===== src/rtl/status_pkg.sv =====
// Shared types for the ZNCV status controller: condition codes, flag bit positions,
// controller states and the branch-condition evaluator.
package status_pkg;

    localparam int ZF = 3;
    localparam int NF = 2;
    localparam int CF = 1;
    localparam int VF = 0;

    typedef enum logic [3:0] {
        COND_EQ = 4'd0,  COND_NE = 4'd1,  COND_CS = 4'd2,  COND_CC = 4'd3,
        COND_MI = 4'd4,  COND_PL = 4'd5,  COND_VS = 4'd6,  COND_VC = 4'd7,
        COND_HI = 4'd8,  COND_LS = 4'd9,  COND_GE = 4'd10, COND_LT = 4'd11,
        COND_GT = 4'd12, COND_LE = 4'd13, COND_AL = 4'd14, COND_NV = 4'd15
    } cond_e;

    typedef enum logic [0:0] {
        IDLE = 1'b0,
        CLR  = 1'b1
    } ctrl_state_e;

    function automatic logic eval_cond(cond_e c, logic [3:0] f);
        logic z, n, cf, v;
        z  = f[ZF];
        n  = f[NF];
        cf = f[CF];
        v  = f[VF];
        case (c)
            COND_EQ: return z;
            COND_NE: return !z;
            COND_CS: return cf;
            COND_CC: return !cf;
            COND_MI: return n;
            COND_PL: return !n;
            COND_VS: return v;
            COND_VC: return !v;
            COND_HI: return cf && !z;
            COND_LS: return !cf || z;
            COND_GE: return n == v;
            COND_LT: return n != v;
            COND_GT: return !z && (n == v);
            COND_LE: return z || (n != v);
            COND_AL: return 1'b1;
            COND_NV: return 1'b0;
        endcase
    endfunction

endpackage


===== src/rtl/status_ctrl_if.sv =====
// Request/response bundle between the core control unit (master) and the status
// controller (slave); also carries the status register readback.
interface status_ctrl_if #(
    parameter int DEPTH = 4
);
    localparam int DW = $clog2(DEPTH + 1);

    logic          alu_valid_i;
    logic [3:0]    alu_zncv_i;
    logic          wr_valid_i;
    logic [3:0]    wr_zncv_i;
    logic          irq_enter_i;
    logic          irq_exit_i;
    logic [3:0]    flags_i;
    logic [3:0]    cond_i;
    logic          load_en_o;
    logic [3:0]    zncv_o;
    logic          cond_true_o;
    logic          busy_o;
    logic [DW-1:0] depth_o;
    logic          stack_full_o;
    logic          stack_empty_o;
    logic          ovf_err_o;
    logic          unf_err_o;

    modport master (
        output alu_valid_i, alu_zncv_i, wr_valid_i, wr_zncv_i,
               irq_enter_i, irq_exit_i, flags_i, cond_i,
        input  load_en_o, zncv_o, cond_true_o, busy_o, depth_o,
               stack_full_o, stack_empty_o, ovf_err_o, unf_err_o
    );

    modport slave (
        input  alu_valid_i, alu_zncv_i, wr_valid_i, wr_zncv_i,
               irq_enter_i, irq_exit_i, flags_i, cond_i,
        output load_en_o, zncv_o, cond_true_o, busy_o, depth_o,
               stack_full_o, stack_empty_o, ovf_err_o, unf_err_o
    );

endinterface


===== src/rtl/status_ctrl_flag_stack.sv =====
// LIFO of saved ZNCV values for nested interrupts. Occupancy saturates at 0 and DEPTH;
// a push while full or a pop while empty is dropped and reported with a one-cycle pulse.
module flag_stack #(
    parameter int DEPTH = 4
) (
    input  logic                         clk_i,
    input  logic                         rst_ni,
    input  logic                         push_i,
    input  logic                         pop_i,
    input  logic [3:0]                   data_i,
    output logic [3:0]                   top_o,
    output logic [$clog2(DEPTH+1)-1:0]   depth_o,
    output logic                         full_o,
    output logic                         empty_o,
    output logic                         ovf_o,
    output logic                         unf_o
);
    localparam int DW = $clog2(DEPTH + 1);

    logic [3:0]    mem_q [DEPTH];
    logic [3:0]    mem_d [DEPTH];
    logic [DW-1:0] depth_q, depth_d;

    assign full_o  = (depth_q == DW'(DEPTH));
    assign empty_o = (depth_q == '0);
    assign ovf_o   = push_i && full_o;
    assign unf_o   = pop_i && empty_o;
    assign depth_o = depth_q;

    always_comb begin
        // NOTE: every signal written here gets a default first so no path leaves it unassigned (no latch).
        mem_d   = mem_q;
        depth_d = depth_q;
        top_o   = '0;
        for (int i = 0; i < DEPTH; i++) begin
            if (depth_q == DW'(i + 1)) top_o = mem_q[i];
        end
        if (push_i && !full_o) begin
            for (int i = 0; i < DEPTH; i++) begin
                if (depth_q == DW'(i)) mem_d[i] = data_i;
            end
            depth_d = depth_q + DW'(1);
        end else if (pop_i && !empty_o) begin
            depth_d = depth_q - DW'(1);
        end
    end

    always_ff @(posedge clk_i or negedge rst_ni) begin
        if (!rst_ni) begin
            depth_q <= '0;
            // NOTE: the stack is small and its contents must read as zero after reset, so it is reset like any flop.
            for (int i = 0; i < DEPTH; i++) mem_q[i] <= '0;
        end else begin
            depth_q <= depth_d;
            mem_q   <= mem_d;
        end
    end

endmodule


===== src/rtl/status_ctrl.sv =====
// Sequences every write to the ZNCV status register (ALU, explicit write, interrupt
// save/restore) and evaluates branch conditions on the forwarded flags.
module status_ctrl #(
    parameter int DEPTH      = 4,
    parameter bit CLR_ON_IRQ = 1'b1
) (
    input  logic         clk_i,
    input  logic         rst_ni,
    status_ctrl_if.slave bus
);
    import status_pkg::*;

    localparam int DW = $clog2(DEPTH + 1);

    ctrl_state_e   state_q, state_d;
    logic          armed_q, armed_d;
    logic          load_en_q, load_en_d;
    logic [3:0]    zncv_q, zncv_d;
    logic          ovf_q, ovf_d;
    logic          unf_q, unf_d;

    logic          push, pop;
    logic [3:0]    fwd;
    logic [3:0]    stk_top;
    logic [DW-1:0] stk_depth;
    logic          stk_full, stk_empty, stk_ovf, stk_unf;
    logic          accept;

    flag_stack #(.DEPTH(DEPTH)) u_stack (
        .clk_i   (clk_i),
        .rst_ni  (rst_ni),
        .push_i  (push),
        .pop_i   (pop),
        .data_i  (fwd),
        .top_o   (stk_top),
        .depth_o (stk_depth),
        .full_o  (stk_full),
        .empty_o (stk_empty),
        .ovf_o   (stk_ovf),
        .unf_o   (stk_unf)
    );

    // A load issued last cycle has not reached the register yet, so it overrides flags_i.
    assign fwd    = load_en_q ? zncv_q : bus.flags_i;
    assign accept = armed_q && (state_q == IDLE);

    always_comb begin
        state_d   = state_q;
        armed_d   = 1'b1;
        load_en_d = 1'b0;
        zncv_d    = '0;
        push      = 1'b0;
        pop       = 1'b0;
        ovf_d     = ovf_q | stk_ovf;
        unf_d     = unf_q | stk_unf;
        if (state_q == CLR) begin
            load_en_d = 1'b1;
            zncv_d    = '0;
            state_d   = IDLE;
        end else if (accept) begin
            if (bus.irq_exit_i) begin
                pop = 1'b1;
                if (!stk_empty) begin
                    load_en_d = 1'b1;
                    zncv_d    = stk_top;
                end
            end else if (bus.irq_enter_i) begin
                push = 1'b1;
                if (CLR_ON_IRQ) state_d = CLR;
            end else if (bus.wr_valid_i) begin
                load_en_d = 1'b1;
                zncv_d    = bus.wr_zncv_i;
            end else if (bus.alu_valid_i) begin
                load_en_d = 1'b1;
                zncv_d    = bus.alu_zncv_i;
            end
        end
    end

    always_ff @(posedge clk_i or negedge rst_ni) begin
        if (!rst_ni) begin
            state_q   <= IDLE;
            armed_q   <= 1'b0;
            load_en_q <= 1'b0;
            zncv_q    <= '0;
            ovf_q     <= 1'b0;
            unf_q     <= 1'b0;
        end else begin
            // NOTE: state is updated with non-blocking assignments so every flop samples pre-edge values.
            state_q   <= state_d;
            armed_q   <= armed_d;
            load_en_q <= load_en_d;
            zncv_q    <= zncv_d;
            ovf_q     <= ovf_d;
            unf_q     <= unf_d;
        end
    end

    // Held busy while reset is released but the first edge has not yet armed the controller.
    assign bus.busy_o        = rst_ni && (!armed_q || (state_q == CLR));
    assign bus.load_en_o     = load_en_q;
    assign bus.zncv_o        = zncv_q;
    assign bus.cond_true_o   = eval_cond(cond_e'(bus.cond_i), fwd);
    assign bus.depth_o       = stk_depth;
    assign bus.stack_full_o  = stk_full;
    assign bus.stack_empty_o = stk_empty;
    assign bus.ovf_err_o     = ovf_q;
    assign bus.unf_err_o     = unf_q;

endmodule


===== src/flat_wrapper.sv =====
// flat-port wrapper written by rule: the top's interface ports become plain ports
module status_ctrl_flat import status_pkg::*;
#(
    parameter int DEPTH      = 4,
    parameter bit CLR_ON_IRQ = 1'b1
)
  (clk_i, rst_ni, bus_alu_valid_i, bus_alu_zncv_i, bus_wr_valid_i, bus_wr_zncv_i, bus_irq_enter_i, bus_irq_exit_i, bus_flags_i, bus_cond_i, bus_load_en_o, bus_zncv_o, bus_cond_true_o, bus_busy_o, bus_depth_o, bus_stack_full_o, bus_stack_empty_o, bus_ovf_err_o, bus_unf_err_o);
  status_ctrl_if #(.DEPTH(DEPTH)) bus_i ();
  input  logic clk_i;
  input  logic rst_ni;
  input wire logic [$bits(bus_i.alu_valid_i)-1:0] bus_alu_valid_i;
  input wire logic [$bits(bus_i.alu_zncv_i)-1:0] bus_alu_zncv_i;
  input wire logic [$bits(bus_i.wr_valid_i)-1:0] bus_wr_valid_i;
  input wire logic [$bits(bus_i.wr_zncv_i)-1:0] bus_wr_zncv_i;
  input wire logic [$bits(bus_i.irq_enter_i)-1:0] bus_irq_enter_i;
  input wire logic [$bits(bus_i.irq_exit_i)-1:0] bus_irq_exit_i;
  input wire logic [$bits(bus_i.flags_i)-1:0] bus_flags_i;
  input wire logic [$bits(bus_i.cond_i)-1:0] bus_cond_i;
  output wire logic [$bits(bus_i.load_en_o)-1:0] bus_load_en_o;
  output wire logic [$bits(bus_i.zncv_o)-1:0] bus_zncv_o;
  output wire logic [$bits(bus_i.cond_true_o)-1:0] bus_cond_true_o;
  output wire logic [$bits(bus_i.busy_o)-1:0] bus_busy_o;
  output wire logic [$bits(bus_i.depth_o)-1:0] bus_depth_o;
  output wire logic [$bits(bus_i.stack_full_o)-1:0] bus_stack_full_o;
  output wire logic [$bits(bus_i.stack_empty_o)-1:0] bus_stack_empty_o;
  output wire logic [$bits(bus_i.ovf_err_o)-1:0] bus_ovf_err_o;
  output wire logic [$bits(bus_i.unf_err_o)-1:0] bus_unf_err_o;
  assign bus_i.alu_valid_i = bus_alu_valid_i;
  assign bus_i.alu_zncv_i = bus_alu_zncv_i;
  assign bus_i.wr_valid_i = bus_wr_valid_i;
  assign bus_i.wr_zncv_i = bus_wr_zncv_i;
  assign bus_i.irq_enter_i = bus_irq_enter_i;
  assign bus_i.irq_exit_i = bus_irq_exit_i;
  assign bus_i.flags_i = bus_flags_i;
  assign bus_i.cond_i = bus_cond_i;
  assign bus_load_en_o = bus_i.load_en_o;
  assign bus_zncv_o = bus_i.zncv_o;
  assign bus_cond_true_o = bus_i.cond_true_o;
  assign bus_busy_o = bus_i.busy_o;
  assign bus_depth_o = bus_i.depth_o;
  assign bus_stack_full_o = bus_i.stack_full_o;
  assign bus_stack_empty_o = bus_i.stack_empty_o;
  assign bus_ovf_err_o = bus_i.ovf_err_o;
  assign bus_unf_err_o = bus_i.unf_err_o;
  status_ctrl #(.DEPTH(DEPTH), .CLR_ON_IRQ(CLR_ON_IRQ)) u_core (.clk_i(clk_i), .rst_ni(rst_ni), .bus(bus_i));
endmodule

===== config.mk =====
export PLATFORM = sky130hd
export DESIGN_NAME = status_ctrl_flat
export DESIGN_NICKNAME = d
export VERILOG_FILES = /design/src/rtl/status_pkg.sv /design/src/rtl/status_ctrl_if.sv /design/src/rtl/status_ctrl_flag_stack.sv /design/src/rtl/status_ctrl.sv /design/src/flat_wrapper.sv
export SDC_FILE = /design/constraint.sdc
export NUM_CORES = 1
export LEC_CHECK = 0
export CAP_MARGIN = 20
export CORE_ASPECT_RATIO = 0.7
export CORE_UTILIZATION = 40
export CTS_BUF_LIST = sky130_fd_sc_hd__clkbuf_4 sky130_fd_sc_hd__clkbuf_8
export DETAILED_ROUTE_END_ITERATION = 8
export GPL_TIMING_DRIVEN = 0
export PLACE_DENSITY = 0.66
export SLEW_MARGIN = 20
export SYNTH_ARGS = -nofsm -noshare
export SYNTH_HDL_FRONTEND = slang
export SYNTH_SLANG_ARGS = --single-unit

===== constraint.sdc =====
create_clock -name clk_i -period 3.8 [get_ports clk_i]
set_input_delay 0.95 -clock clk_i [delete_from_list [all_inputs] [get_ports clk_i]]
set_output_delay 0.95 -clock clk_i [all_outputs]
set_load 0.01 [all_outputs]

# Word level (Yosys, flattened, before mapping)

Index checks and enable logic that the tools add are counted.

Muxes and demuxes: 29
Bitwise gates (word level): 3
Equality and inequality tests: 21
Reductions and logical operators: 25
$add $sub $neg: 2

Operators with widths:

| operator              | number |
|---|---|
| $mux W4               | 12 |
| $eq A4 B4 Y1 const B  | 8 |
| $eq A4 B3 Y1 const B  | 4 |
| $pmux W1 S16          | 1 |
| $mux W1               | 14 |
| $eq A4 B2 Y1 const B  | 2 |
| $logic_and A1 B1 Y1   | 8 |
| $reduce_and A2 Y1     | 4 |
| $logic_not A1 Y1      | 7 |
| $eq A3 B2 Y1 const B  | 2 |
| $mux W3               | 2 |
| $eq A4 B1 Y1 const B  | 1 |
| $logic_not A4 Y1      | 1 |
| $add A3 B1 Y3 const B | 1 |
| $eq A3 B1 Y1 const B  | 1 |
| $eq A3 B3 Y1 const B  | 1 |
| $logic_not A3 Y1      | 1 |
| $logic_or A1 B1 Y1    | 3 |
| $sub A3 B1 Y3 const B | 1 |
| $or A1 B1 Y1          | 2 |
| $reduce_bool A2 Y1    | 1 |
| $eq A1 B1 Y1          | 1 |
| $ne A1 B1 Y1          | 1 |
| $not A1 Y1            | 1 |

Logic and storage cells: 91
Output and inout port bits: 14
Flip-flop bits (word level): 28

# Logic depth before layout (Yosys ltp)

Word-level depth: 9
Mapped depth: 8
Depth with buffers taken out: 7

# By module

Synthesis repeated with hierarchy kept, for this count alone.

Cells, all modules: 150
Area total of the unflattened synthesis: 1590.3 um^2

Modules (own cells, without submodules):

| module      | instances | sequential area each (um^2) | cells an instance | area an instance (um^2) |
|---|---|---|---|---|
| flag_stack  | 1         | 475.5                       | 92                | 1041.0 |
| status_ctrl | 1         | 225.2                       | 58                | 549.3 |

# Worst setup path after synthesis

Ideal clock, no wire load.

Kind: input port to output port
Start: input bus_cond_i[1]
End: output bus_cond_true_o
Buffers on the path: 1
Setup slack: 857 ps
Cell stages on the path: 6
Arrival time: 1993 ps
Required time: 2850 ps
Cells stage by stage: clkbuf_1 mux4_2 nor2_1 a211oi_1 a31oi_1 xnor2_1

Cells in the longest elaborated chain, start to end: 2
Elaborated cells on any way between the ends: 17

RTL lines:

| what                                       | RTL line           | text |
|---|---|---|
| start, declared                            | flat_wrapper.sv:18 | `input wire logic [$bits(bus_i.cond_i)-1:0] bus_cond_i;` |
| $eq A4 B4 Y1, or another cell as far along | n/a                |  |
| $pmux W1 S16 (*)                           | status_pkg.sv:28   | `case (c)` |
| end, declared                              | flat_wrapper.sv:21 | `output wire logic [$bits(bus_i.cond_true_o)-1:0] bus_cond_true_o;` |

Every way passes the cells marked *; elsewhere a longest branch is shown, timed or not.

# Final worst setup path

Start: input bus_flags_i[0]
End: output bus_cond_true_o

Cells in the longest elaborated chain, start to end: 4
Elaborated cells on any way between the ends: 7

RTL lines:

| what                                                             | RTL line                           | text |
|---|---|---|
| start, declared                                                  | flat_wrapper.sv:17                 | `input wire logic [$bits(bus_i.flags_i)-1:0] bus_flags_i;` |
| $mux W4 (*)                                                      | status_ctrl.sv:44                  | `assign fwd = load_en_q ? zncv_q : bus.flags_i;` |
| $ne A1 B1 Y1 / $eq A1 B1 Y1 (equally long branches)              | n/a                                |  |
| $logic_or A1 B1 Y1 / $logic_and A1 B1 Y1 (equally long branches) | status_pkg.sv:42, status_pkg.sv:41 |  |
| $pmux W1 S16 (*)                                                 | status_pkg.sv:28                   |  |

Marked as above.

==> out/metrics.json <==
{
  "floorplan": {
    "fp.dieW_um": 77.7,
    "die_h_um": 55.0,
    "io_pins": 36,
    "rows": 18,
    "core_region_area_um2": 3670,
    "floorplan.die_area_um2": 4270,
    "initial_utilization_pct": 43.7
  },
  "pwr": {
    "internal-power_mw": 0.812,
    "total_switching_power_mw": 0.414,
    "combinationalPowerShare_pct": 42.4,
    "share_seq_of_total_power_pct": 38.6,
    "p_clk_share_pct": 19.1,
    "p_leak_nw": 0.909,
    "report.power.total_mw": 1.23,
    "power_density_nw_per_um2": 595,
    "netSwitchingFraction_pct": 33.7,
    "max_vdd_drop_mv": 0.333
  },
  "clocking": {
    "cts_setup_buffers": 0,
    "cts_tree": "yes",
    "clk_transition_reported_paths_ns": 0.09,
    "cts_num_sinks": 28,
    "insertion_delay_ns": 0.27,
    "cts_max_level": 1,
    "clock-root-buffer": "clkbuf_8",
    "cts_resized": 1,
    "cts_buffer_depth": 2,
    "cts_hold_repair.buffers": 0,
    "number_of_buffers_inserted_during_clock_tree_synthesis": 3
  },
  "global_routing": {
    "grt_antenna_before_repair": 0,
    "grt_max_degree": 30,
    "number_of_global_route_vias_before_repair": 1240,
    "grt_pass1_wl_mm": 5.74,
    "grt_util_overall_pct": 18.2,
    "grt-ovfl-total": 0
  },
  "setup_path": {
    "worstPathRequired_ns": 2.85,
    "regToRegEndpoint": "u_core.u_stack.mem_q[14]$_DFFE_PN0P_",
    "timing.critical_path.arrival_ns": 2.72,
    "timing.critical_path.max_delay_family": "buffers and inverters",
    "worstPathMaxFanout": 3,
    "critPathKind": "in -> out",
    "crit_path_cell_chain": "clkdlybuf4s50_1 -> mux4_2 -> nor2_1 -> a211oi_1 -> a31oi_1 -> xnor2_1 -> dlygate4sd2_1",
    "logic_depth_of_the_worst_path_buffers_included": 7,
    "cpPeakStageDelay_ns": 0.48,
    "worstSetupStartpointType": "input pin",
    "timing.reg2reg.setup_slack_ns": 1.84,
    "end_kind": "primary output",
    "ff2ff_path_depth": 6,
    "r2r_start": "u_core.u_stack.depth_o[1]$_DFFE_PN0P_",
    "timing.critical_path.to": "bus_cond_true_o",
    "path_buf_inv": 2,
    "cp-startpoint": "bus_flags_i[0]",
    "worst_path_max_delay_cell": "mux4_2"
  },
  "route": {
    "detail-route-antenna-nets": 0,
    "drt-wirelength-per-cell_um": 15.1,
    "drt_wl_total_mm": 3.62,
    "number_of_iterations_in_the_first_detailed_routing_pass": 4,
    "vias_per_cell": 5.40,
    "vias": 1296,
    "first_iter_violations": 50,
    "detail_route.drc_violations": 0
  },
  "synth": {
    "yosys.area_share.simple_pct": 14.3,
    "yosys.area_share.adder_pct": 4.68,
    "netlist.top_cell.by_area": "dfrtp_1",
    "synth_compound_area_share_pct": 16.4,
    "synth-seq-area-share_pct": 43.7,
    "synthDominantCellAreaShare_pct": 43.7,
    "synth-xor-area-share_pct": 2.19,
    "main_combinational_cell_family_by_area_after_synthesis": "compound AO/OA/AOI/OAI gates",
    "synth.area.top_cells": "dfrtp_1, mux2_2, ha_1",
    "postSynthAreaPerCell_um2": 10.5,
    "netlist-cell-type-count": 35,
    "post_synth_mux_area_share_pct": 15.3,
    "synth_nets": 181,
    "gate_count_after_technology_mapping": 153,
    "ys_ff_latch": 28,
    "ys_warn_count": 0,
    "syn-cell-area_um2": 1600
  },
  "timing": {
    "setup_repair_after_global_routing_missed_its_margin": "false",
    "setup-violations-final": 0,
    "post-route-period-util_pct": 96.7,
    "timing.final.max_slew_violations": 0,
    "max_clock_skew_ns": 0.00125,
    "period_minus_slack_ns": 3.67,
    "fmax_mhz": 272,
    "worst_pin_slew_ns": 0.642,
    "post-route-worst-setup-slack_ns": 0.126,
    "finalHoldViolations": 0,
    "relSlewSlack_pct": 57.2
  },
  "finish": {
    "layout.cells.most_common": "clkdlybuf4s50_1",
    "area_growth_pct": 28.6,
    "final_layout_size_suffix_gt1_share_pct": 15.3,
    "final_cell_mix": "clkdlybuf4s50_1, dfrtp_1, mux2_2",
    "antenna_cells_inserted": 0,
    "design.final.nets": 219
  },
  "placement": {
    "total_of_buffers_placed_on_input_and_output_ports": 33,
    "dpl_worst_slack_ns": -0.154,
    "detailedPlacementHpwl_mm": 2.82,
    "place.gp.congestion": 0.794
  },
  "worst_hold_path": {
    "timing.hold.worst.class": "reg -> reg"
  },
  "job": {
    "max-cap-violations": 0
  },
  "outcome": {
    "run_status": "finished, final reports clean"
  }
}
[per-stage QoR]
stage	TNS (ns)	utilization [%]	std cells	cell area (µm²)	hold slack, ns
2_1_floorplan	0	-	153	1600	0.421
3_3_place_gp	-0.277	54.4	236	2000	0.429
3_5_place_dp	-0.154	54.2	236	1990	0.445
4_1_cts	0	56.1	240	2060	0.468
5_1_grt	0	56.1	240	2060	0.491
6_report	0	56.1	240	2060	0.468
[Yosys cell counts]
library cell / n
a211oi_1: 1
a21o_1: 3
a21oi_1: 4
a221oi_1: 1
a22o_1: 4
a22oi_1: 7
a31oi_1: 1
and2_1: 5
and2b_2: 1
buf_2: 2
buf_6: 1
clkbuf_1: 1
conb_1: 1
dfrtp_1: 28
ha_1: 6
inv_1: 7
mux2_2: 18
mux2i_1: 2
mux4_2: 1
nand2_1: 15
nand2b_1: 1
nand3_1: 1
nand3b_4: 1
nor2_1: 9
nor2b_1: 3
nor3_1: 5
nor4_1: 1
nor4b_1: 2
o211ai_1: 5
o21ai_0: 8
o21bai_1: 1
o221ai_1: 1
o22a_1: 1
o31ai_1: 1
xnor2_1: 4
[cells by family after synthesis]
group,Yosys count
buf+inv,11
simple gates,44
other cells,1
xor+xnor,4
flops,28
compound gates,38
fa+ha+maj,6
mux,21
[worst min-delay path by stage]
stage,endpoint,cells past startpoint,start
global placement,u_core.bus.load_en_o$_DFF_PN0_,1,u_core.state_q$_DFF_PN0_
global route,u_core.bus.unf_err_o$_DFF_PN0_,1,u_core.bus.unf_err_o$_DFF_PN0_
floorplan,u_core.bus.load_en_o$_DFF_PN0_,1,u_core.state_q$_DFF_PN0_
CTS,u_core.bus.ovf_err_o$_DFF_PN0_,1,u_core.bus.ovf_err_o$_DFF_PN0_
detailed placement,u_core.bus.load_en_o$_DFF_PN0_,1,u_core.state_q$_DFF_PN0_
finish,u_core.bus.ovf_err_o$_DFF_PN0_,1,u_core.bus.ovf_err_o$_DFF_PN0_
[per-layer routing]
metal	vias up	global-route usage, %	share of wire (%)
met5	-	0	0
met4	0	3.46	0.39
met3	2	4.59	6.0
met2	46	32.7	43
met1	620	22.9	50
li1	628	-	-
[power by group through the flow]
stage / clock [mW] / sequential [mW] / combinational, mW
global placement: 0 / 0.473 / 0.507
finish: 0.234 / 0.473 / 0.519
global route: 0.251 / 0.484 / 0.575
detailed placement: 0 / 0.479 / 0.522
floorplan: 0 / 0.476 / 0.323
CTS: 0.240 / 0.472 / 0.523
[worst reg2reg max path, stage by stage (launching register included)]
cell and delay, ns:
dfrtp_1 0.44, inv_1 0.16, ha_1 0.16, buf_2 0.17, nand2_1 0.14, nor2_1 0.39, mux2_2 0.39
[flip-flops by register name (all words and copies together) (netlist names)]
signal and flops:
u_core.u_stack.mem_q 16, u_core.bus.zncv_o 4, u_core.u_stack.depth_o 3, u_core.armed_q 1
u_core.bus.load_en_o 1, u_core.bus.ovf_err_o 1, u_core.bus.unf_err_o 1, u_core.state_q 1
[area by class of cell]
type / count / area (µm²)
fill: 324 / 1610
multi-input combinational: 114 / 851
sequential: 28 / 701
timing repair buffer: 33 / 324
tap: 50 / 62.6
clock buffer: 3 / 41.3
clock inverter: 1 / 30.0
inverter: 7 / 26.3
buffer: 4 / 25.0
(Power assumes the default switching activity.)
